--- config.mk ---
export PLATFORM = sky130hd
export DESIGN_NAME = stream_deinterleaver
export DESIGN_NICKNAME = d
export VERILOG_FILES = /design/src/rtl/interleaver_pkg.sv /design/src/rtl/pingpong_buffer.sv /design/src/rtl/stream_deinterleaver.sv
export SDC_FILE = /design/constraint.sdc
export NUM_CORES = 1
export LEC_CHECK = 0
export CAP_MARGIN = 30
export CORE_MARGIN = 2
export CORE_UTILIZATION = 35
export CTS_CLUSTER_SIZE = 10
export DETAILED_ROUTE_END_ITERATION = 8
export GPL_ROUTABILITY_DRIVEN = 1
export SLEW_MARGIN = 20
export SYNTH_ARGS = -nofsm -noshare
export SYNTH_HDL_FRONTEND = slang
export SYNTH_SLANG_ARGS = --single-unit
--- constraint.sdc ---
create_clock -name clk -period 4.1 [get_ports clk]
set_input_delay 0.615 -clock clk [delete_from_list [all_inputs] [get_ports clk]]
set_output_delay 0.615 -clock clk [all_outputs]
set_load 0.02 [all_outputs]
--- src/rtl/interleaver_pkg.sv ---
// Shared types and address mapping for the turbo-decoder deinterleaver.
// deint_addr() is the only piece that changes when the final permutation is adopted.
package interleaver_pkg;

    localparam int unsigned N_DEFAULT = 10;
    localparam int unsigned W_DEFAULT = 6;

    typedef logic signed [W_DEFAULT-1:0] soft_t;

    typedef enum logic [1:0] {
        BankEmpty    = 2'd0,
        BankFilling  = 2'd1,
        BankFull     = 2'd2,
        BankDraining = 2'd3
    } bank_state_e;

    // Interim permutation: beat i lands in slot (i+N-1)%N, so out[j] = in[(j+1)%N].
    function automatic int unsigned deint_addr(input int unsigned i,
                                               input int unsigned n = N_DEFAULT);
        return (i + n - 1) % n;
    endfunction

endpackage

--- src/rtl/pingpong_buffer.sv ---
// Two-bank soft-value store: one synchronous write port, one combinational read port.
module pingpong_buffer #(
    parameter int unsigned Depth = 10,
    parameter int unsigned Width = 6,
    parameter int unsigned AW    = 4
) (
    input  logic             clk,
    input  logic             we,
    input  logic             wr_bank,
    input  logic [AW-1:0]    wr_addr,
    input  logic [Width-1:0] wr_data,
    input  logic             rd_bank,
    input  logic [AW-1:0]    rd_addr,
    output logic [Width-1:0] rd_data
);

    logic [Width-1:0] mem [2][Depth];

    // Storage write; contents need no reset since bank state gates every read.
    always_ff @(posedge clk) begin
        if (we) begin
            mem[wr_bank][wr_addr] <= wr_data;
        end
    end

    assign rd_data = mem[rd_bank][rd_addr];

endmodule

--- src/rtl/stream_deinterleaver.sv ---
// Streaming deinterleaver: frames arrive in interleaved order and leave in natural order.
// Ping-pong banks let one frame fill while the previous one drains.
module stream_deinterleaver
    import interleaver_pkg::*;
#(
    parameter int unsigned N = N_DEFAULT,
    parameter int unsigned W = W_DEFAULT
) (
    input  logic         clk,
    input  logic         rst,
    input  logic         in_valid,
    output logic         in_ready,
    input  logic [W-1:0] in_data,
    input  logic         in_last,
    output logic         out_valid,
    input  logic         out_ready,
    output logic [W-1:0] out_data,
    output logic         out_last,
    output logic         frame_err
);

    localparam int unsigned AW = (N > 1) ? $clog2(N) : 1;
    localparam logic [AW-1:0] LastIdx = AW'(N - 1);

    logic [AW-1:0] wr_idx_q, wr_idx_d;
    logic [AW-1:0] rd_idx_q, rd_idx_d;
    logic          wr_bank_q, wr_bank_d;
    logic          rd_bank_q, rd_bank_d;
    logic          frame_err_q, frame_err_d;
    bank_state_e   state_q [2];
    bank_state_e   state_d [2];

    logic          in_fire;
    logic          out_fire;
    logic [AW-1:0] wr_addr;
    logic [W-1:0]  rd_data;

    // Handshake qualifiers derived purely from registered bank state.
    always_comb begin
        in_ready  = (state_q[wr_bank_q] == BankEmpty) || (state_q[wr_bank_q] == BankFilling);
        out_valid = (state_q[rd_bank_q] == BankFull) || (state_q[rd_bank_q] == BankDraining);
        in_fire   = in_valid && in_ready;
        out_fire  = out_valid && out_ready;
        wr_addr   = AW'(deint_addr(32'(wr_idx_q), N));
        out_last  = out_valid && (rd_idx_q == LastIdx);
        out_data  = out_valid ? rd_data : '0;
    end

    // Next-state for counters, bank states and the framing check.
    // Write and read sides always touch different banks when both fire.
    always_comb begin
        state_d     = state_q;
        wr_idx_d    = wr_idx_q;
        wr_bank_d   = wr_bank_q;
        rd_idx_d    = rd_idx_q;
        rd_bank_d   = rd_bank_q;
        frame_err_d = 1'b0;

        if (in_fire) begin
            if (wr_idx_q == LastIdx) begin
                // Count is authoritative: commit even if in_last was missing.
                state_d[wr_bank_q] = BankFull;
                wr_bank_d          = ~wr_bank_q;
                wr_idx_d           = '0;
                frame_err_d        = ~in_last;
            end else if (in_last) begin
                // Early end: drop the partial frame and reuse the same bank.
                state_d[wr_bank_q] = BankEmpty;
                wr_idx_d           = '0;
                frame_err_d        = 1'b1;
            end else begin
                state_d[wr_bank_q] = BankFilling;
                wr_idx_d           = wr_idx_q + AW'(1);
            end
        end

        if (out_fire) begin
            if (rd_idx_q == LastIdx) begin
                state_d[rd_bank_q] = BankEmpty;
                rd_bank_d          = ~rd_bank_q;
                rd_idx_d           = '0;
            end else begin
                state_d[rd_bank_q] = BankDraining;
                rd_idx_d           = rd_idx_q + AW'(1);
            end
        end
    end

    // State registers with synchronous reset.
    always_ff @(posedge clk) begin
        if (rst) begin
            wr_idx_q    <= '0;
            rd_idx_q    <= '0;
            wr_bank_q   <= 1'b0;
            rd_bank_q   <= 1'b0;
            frame_err_q <= 1'b0;
            state_q[0]  <= BankEmpty;
            state_q[1]  <= BankEmpty;
        end else begin
            wr_idx_q    <= wr_idx_d;
            rd_idx_q    <= rd_idx_d;
            wr_bank_q   <= wr_bank_d;
            rd_bank_q   <= rd_bank_d;
            frame_err_q <= frame_err_d;
            state_q[0]  <= state_d[0];
            state_q[1]  <= state_d[1];
        end
    end

    assign frame_err = frame_err_q;

    pingpong_buffer #(
        .Depth (N),
        .Width (W),
        .AW    (AW)
    ) u_buffer (
        .clk     (clk),
        .we      (in_fire),
        .wr_bank (wr_bank_q),
        .wr_addr (wr_addr),
        .wr_data (in_data),
        .rd_bank (rd_bank_q),
        .rd_addr (rd_idx_q),
        .rd_data (rd_data)
    );

endmodule
==> impl_metrics.env <==
export IMPL_outcome="complete, no violations"
export IMPL_clockPowerShare_pct=45.3
export IMPL_synth_seq_area_share_pct=64.9
export IMPL_hold_viol=0
export IMPL_start_kind="register"
export IMPL_maxSlewHeadroom_pct=39.8
export IMPL_rows=47
export IMPL_wire_per_inst_um=19.2
export IMPL_htree_levels=4
export IMPL_crit_required_ns=4.23
export IMPL_synth_area_mm2=0.00599
export IMPL_grt_pass1_wl_um=20200
export IMPL_cts_hold_buffers=0
export IMPL_cts_resized_gates=0
export IMPL_cts_made_buffers=17
export IMPL_fin_crit_ns=3.78
export IMPL_synth_seq_cells=134
export IMPL_io_pins=21
export IMPL_p_leak_nw=2.18
export IMPL_die_area_mm2=0.0182
export IMPL_cp_end_kind="register"
export IMPL_gr_usage_met2_pct=23.7
export IMPL_hpwl_um=8840
export IMPL_insertion_delay_ns=0.42
export IMPL_ctsLongestPathBuffers=2
export IMPL_start_util_pct=36.0
export IMPL_ant_nets=0
export IMPL_cts_setup_buffers=0
export IMPL_fin_ws_ns=0.316
export IMPL_clk_pin_slew_ns=0.06
export IMPL_first_global_vias=3631
export IMPL_cp_arrival_ns=3.91
export IMPL_placed_area_mm2=0.00647
export IMPL_antenna_found_initial=0
export IMPL_yosys_warnings=0
export IMPL_grt_busiest_layer="met2"
export IMPL_die_w_um=135
export IMPL_layout_drive_gt1_share_pct=19.0
export IMPL_synth_cell_types=52
export IMPL_synth_avg_cell_area_um2=14.6
export IMPL_pwr_density_cell_mw_per_mm2=414
export IMPL_globalplace_congestion=0.860
export IMPL_finalCritPeriodShare_pct=92.3
export IMPL_worst_pin_slew_ns=0.878
export IMPL_setup_viol_count_final=0
export IMPL_rsz0062_at_grt="false"
export IMPL_clock_root_buffer="clkbuf_16"
export IMPL_intPower_mw=2.28
export IMPL_criticalPathCategory="reg2reg"
export IMPL_crit_fanout=20
export IMPL_postSynth_asyncResetShare_pct=0
export IMPL_seqPwrFrac_pct=52.1
export IMPL_ir_drop_mv=0.299
export IMPL_pwr_share_comb_pct=2.7
export IMPL_critPathLaunch="wr_idx_q[0]"
export IMPL_grt_use_total_pct=15.0
export IMPL_holdCritPathClass="reg2reg"
export IMPL_core_mm2=0.0166
export IMPL_fmax_mhz=264
export IMPL_maxCapViolations=0
export IMPL_viasPerCell=5.42
export IMPL_fin_util_pct=42.0
export IMPL_holdWs_ns=0.515
export IMPL_cts_sinks=134
export IMPL_antenna_diode_count=0
export IMPL_port_buffers=20
export IMPL_drtIter0Drc=255
export IMPL_use_met3_pct=3.42
export IMPL_globalRouteMet1Util_pct=20.1
export IMPL_cts_tree="built"
export IMPL_dr_pass1_iters=5
export IMPL_syn_inst=410
export IMPL_slew_violations=0
export IMPL_hp_start="rd_idx_q[3]"
export IMPL_setup_tns_final_ns=0
export IMPL_wirelength_um=13100
export IMPL_r2r_start="wr_idx_q[0]"
export IMPL_nNetsFinal=464
export IMPL_area_growth_pct=16.7
export IMPL_drc=0
export IMPL_grt_max_degree=28
export IMPL_synth_edf_count=120
export IMPL_grt_overflow=0
export IMPL_stdcell_area_mm2=0.00699
export IMPL_syn_nets=425
export IMPL_die_h_um=135
export IMPL_dp_slack_ns=0.356
export IMPL_swShare_pct=21.0
export IMPL_ys_flop_type="edfxtp_1"
export IMPL_skew_ns=0.0115
export IMPL_nFillCells=1515
export IMPL_num_vias=3698
export IMPL_power_switching_mw=0.606
[placed cells by master (no fill, tap or decap), types with 6 or more instances in the layout]
cell type,synthesis,final
mux2i_1,28,28
edfxtp_1,120,120
nor3_1,14,14
nand2_1,30,30
o21ai_0,8,8
mux4_2,18,18
buf_4,4,24
nor2_1,21,21
a22oi_1,7,7
a31oi_1,14,14
clkbuf_16,0,17
a21oi_1,20,20
clkdlybuf4s50_1,0,20
nand3_1,10,10
nor2b_1,6,6
mux2_2,6,6
dfxtp_1,14,13
inv_1,7,7
nor4_1,7,7
[area by class of cell]
type | count | area, µm² | area share [%]
Clock buffer | 17 | 425 | 6.09
Clock inverter | 15 | 91.3 | 1.31
Inverter | 7 | 26.3 | 0.376
Multi-Input combinational cell | 244 | 1900 | 27.2
Sequential cell | 134 | 3880 | 55.6
Tap cell | 220 | 275 | 3.94
Timing Repair Buffer | 45 | 385 | 5.52
[sequential cells by signal, summed over array words and instances, names as in the netlist, named ones only]
signal,flops
wr_bank_q,1
wr_idx_q,4
rd_bank_q,1
rd_idx_q,4
u_buffer.mem,120
frame_err,1
state_q,2
[routing by layer]
metal | vias up | part of all wire (%)
met4 | 0 | 2.0
met1 | 1845 | 44
met3 | 23 | 6.0
met2 | 143 | 48
li1 | 1687 | -
met5 | - | 0
[logic make-up (layout without fill, tap and decap cells)]
kind of cell	after synthesis	count (layout)	share of synthesized area [%]
muxes	52	52	12.6
adders and majority gates	4	4	0.836
buffers and inverters	32	84	3.47
and+or+nand+nor	116	116	10.2
AOI/OAI and AO/OA	65	65	7.08
xor gates and xnor gates	7	7	1.02
DFF	134	134	64.9
[stage by stage]
| stage | cells | total power, mW |
|---|---|---|
| 5_1_grt | 682 | 2.97 |
| 3_3_place_gp | 649 | 1.61 |
| 2_1_floorplan | 410 | 1.56 |
| 4_1_cts | 682 | 2.91 |
| 6_report | 682 | 2.89 |
| 3_5_place_dp | 650 | 1.61 |
[cell usage after synthesis, types with 2 or more instances]
library cell	number	share of area, %
nor3b_1	3	0.38
nand2_1	30	1.9
o41ai_1	2	0.29
o2bb2ai_1	2	0.29
mux2i_1	28	4.7
and3_1	2	0.21
buf_6	7	1.3
buf_4	4	0.50
xnor2_1	4	0.58
clkbuf_1	10	0.63
a22oi_1	7	0.88
nand2b_1	5	0.52
o211ai_1	3	0.38
nand3b_1	2	0.25
o22ai_1	2	0.21
buf_2	3	0.25
a21oi_1	20	1.7
xor2_1	3	0.44
mux2_2	6	1.1
edfxtp_1	120	60
nor2b_1	6	0.63
mux4_2	18	6.8
nor4_1	7	0.73
inv_1	7	0.44
nor2_1	21	1.3
ha_1	4	0.84
o21ai_0	8	0.67
nand3_1	10	0.84
a31oi_1	14	1.5
dfxtp_1	14	4.7
nor3_1	14	1.2
nand4_1	4	0.42
[path summary, 6_finish.rpt]
kind,end,slack [ns],cells past startpoint
worst max-delay path,u_buffer.mem[1][8],0.32,10
worst min-delay path,rd_idx_q[3],0.51,2
worst max register to register,u_buffer.mem[1][8],0.32,10
worst min register to register,rd_idx_q[3],0.51,2
[power by group through the flow]
stage | logic, mW | registers (mW) | clock network (mW)
after CTS | 0.0778 | 1.50 | 1.33
after detailed placement | 0.0778 | 1.53 | 0
after global routing | 0.0841 | 1.50 | 1.38
after global placement | 0.0761 | 1.53 | 0
after floorplan | 0.0349 | 1.53 | 0
final | 0.0772 | 1.50 | 1.31
[worst max-delay path, stage by stage (launching register included)]
cell	delay [ns]
dfxtp_1	0.59
ha_1	0.29
buf_4	0.25
o21ai_0	0.10
a21oi_1	0.15
ha_1	0.26
or2b_2	0.34
o22a_4	0.28
o41a_1	0.63
nor4_1	0.39
buf_4	0.21
(Power assumes the default switching activity.)
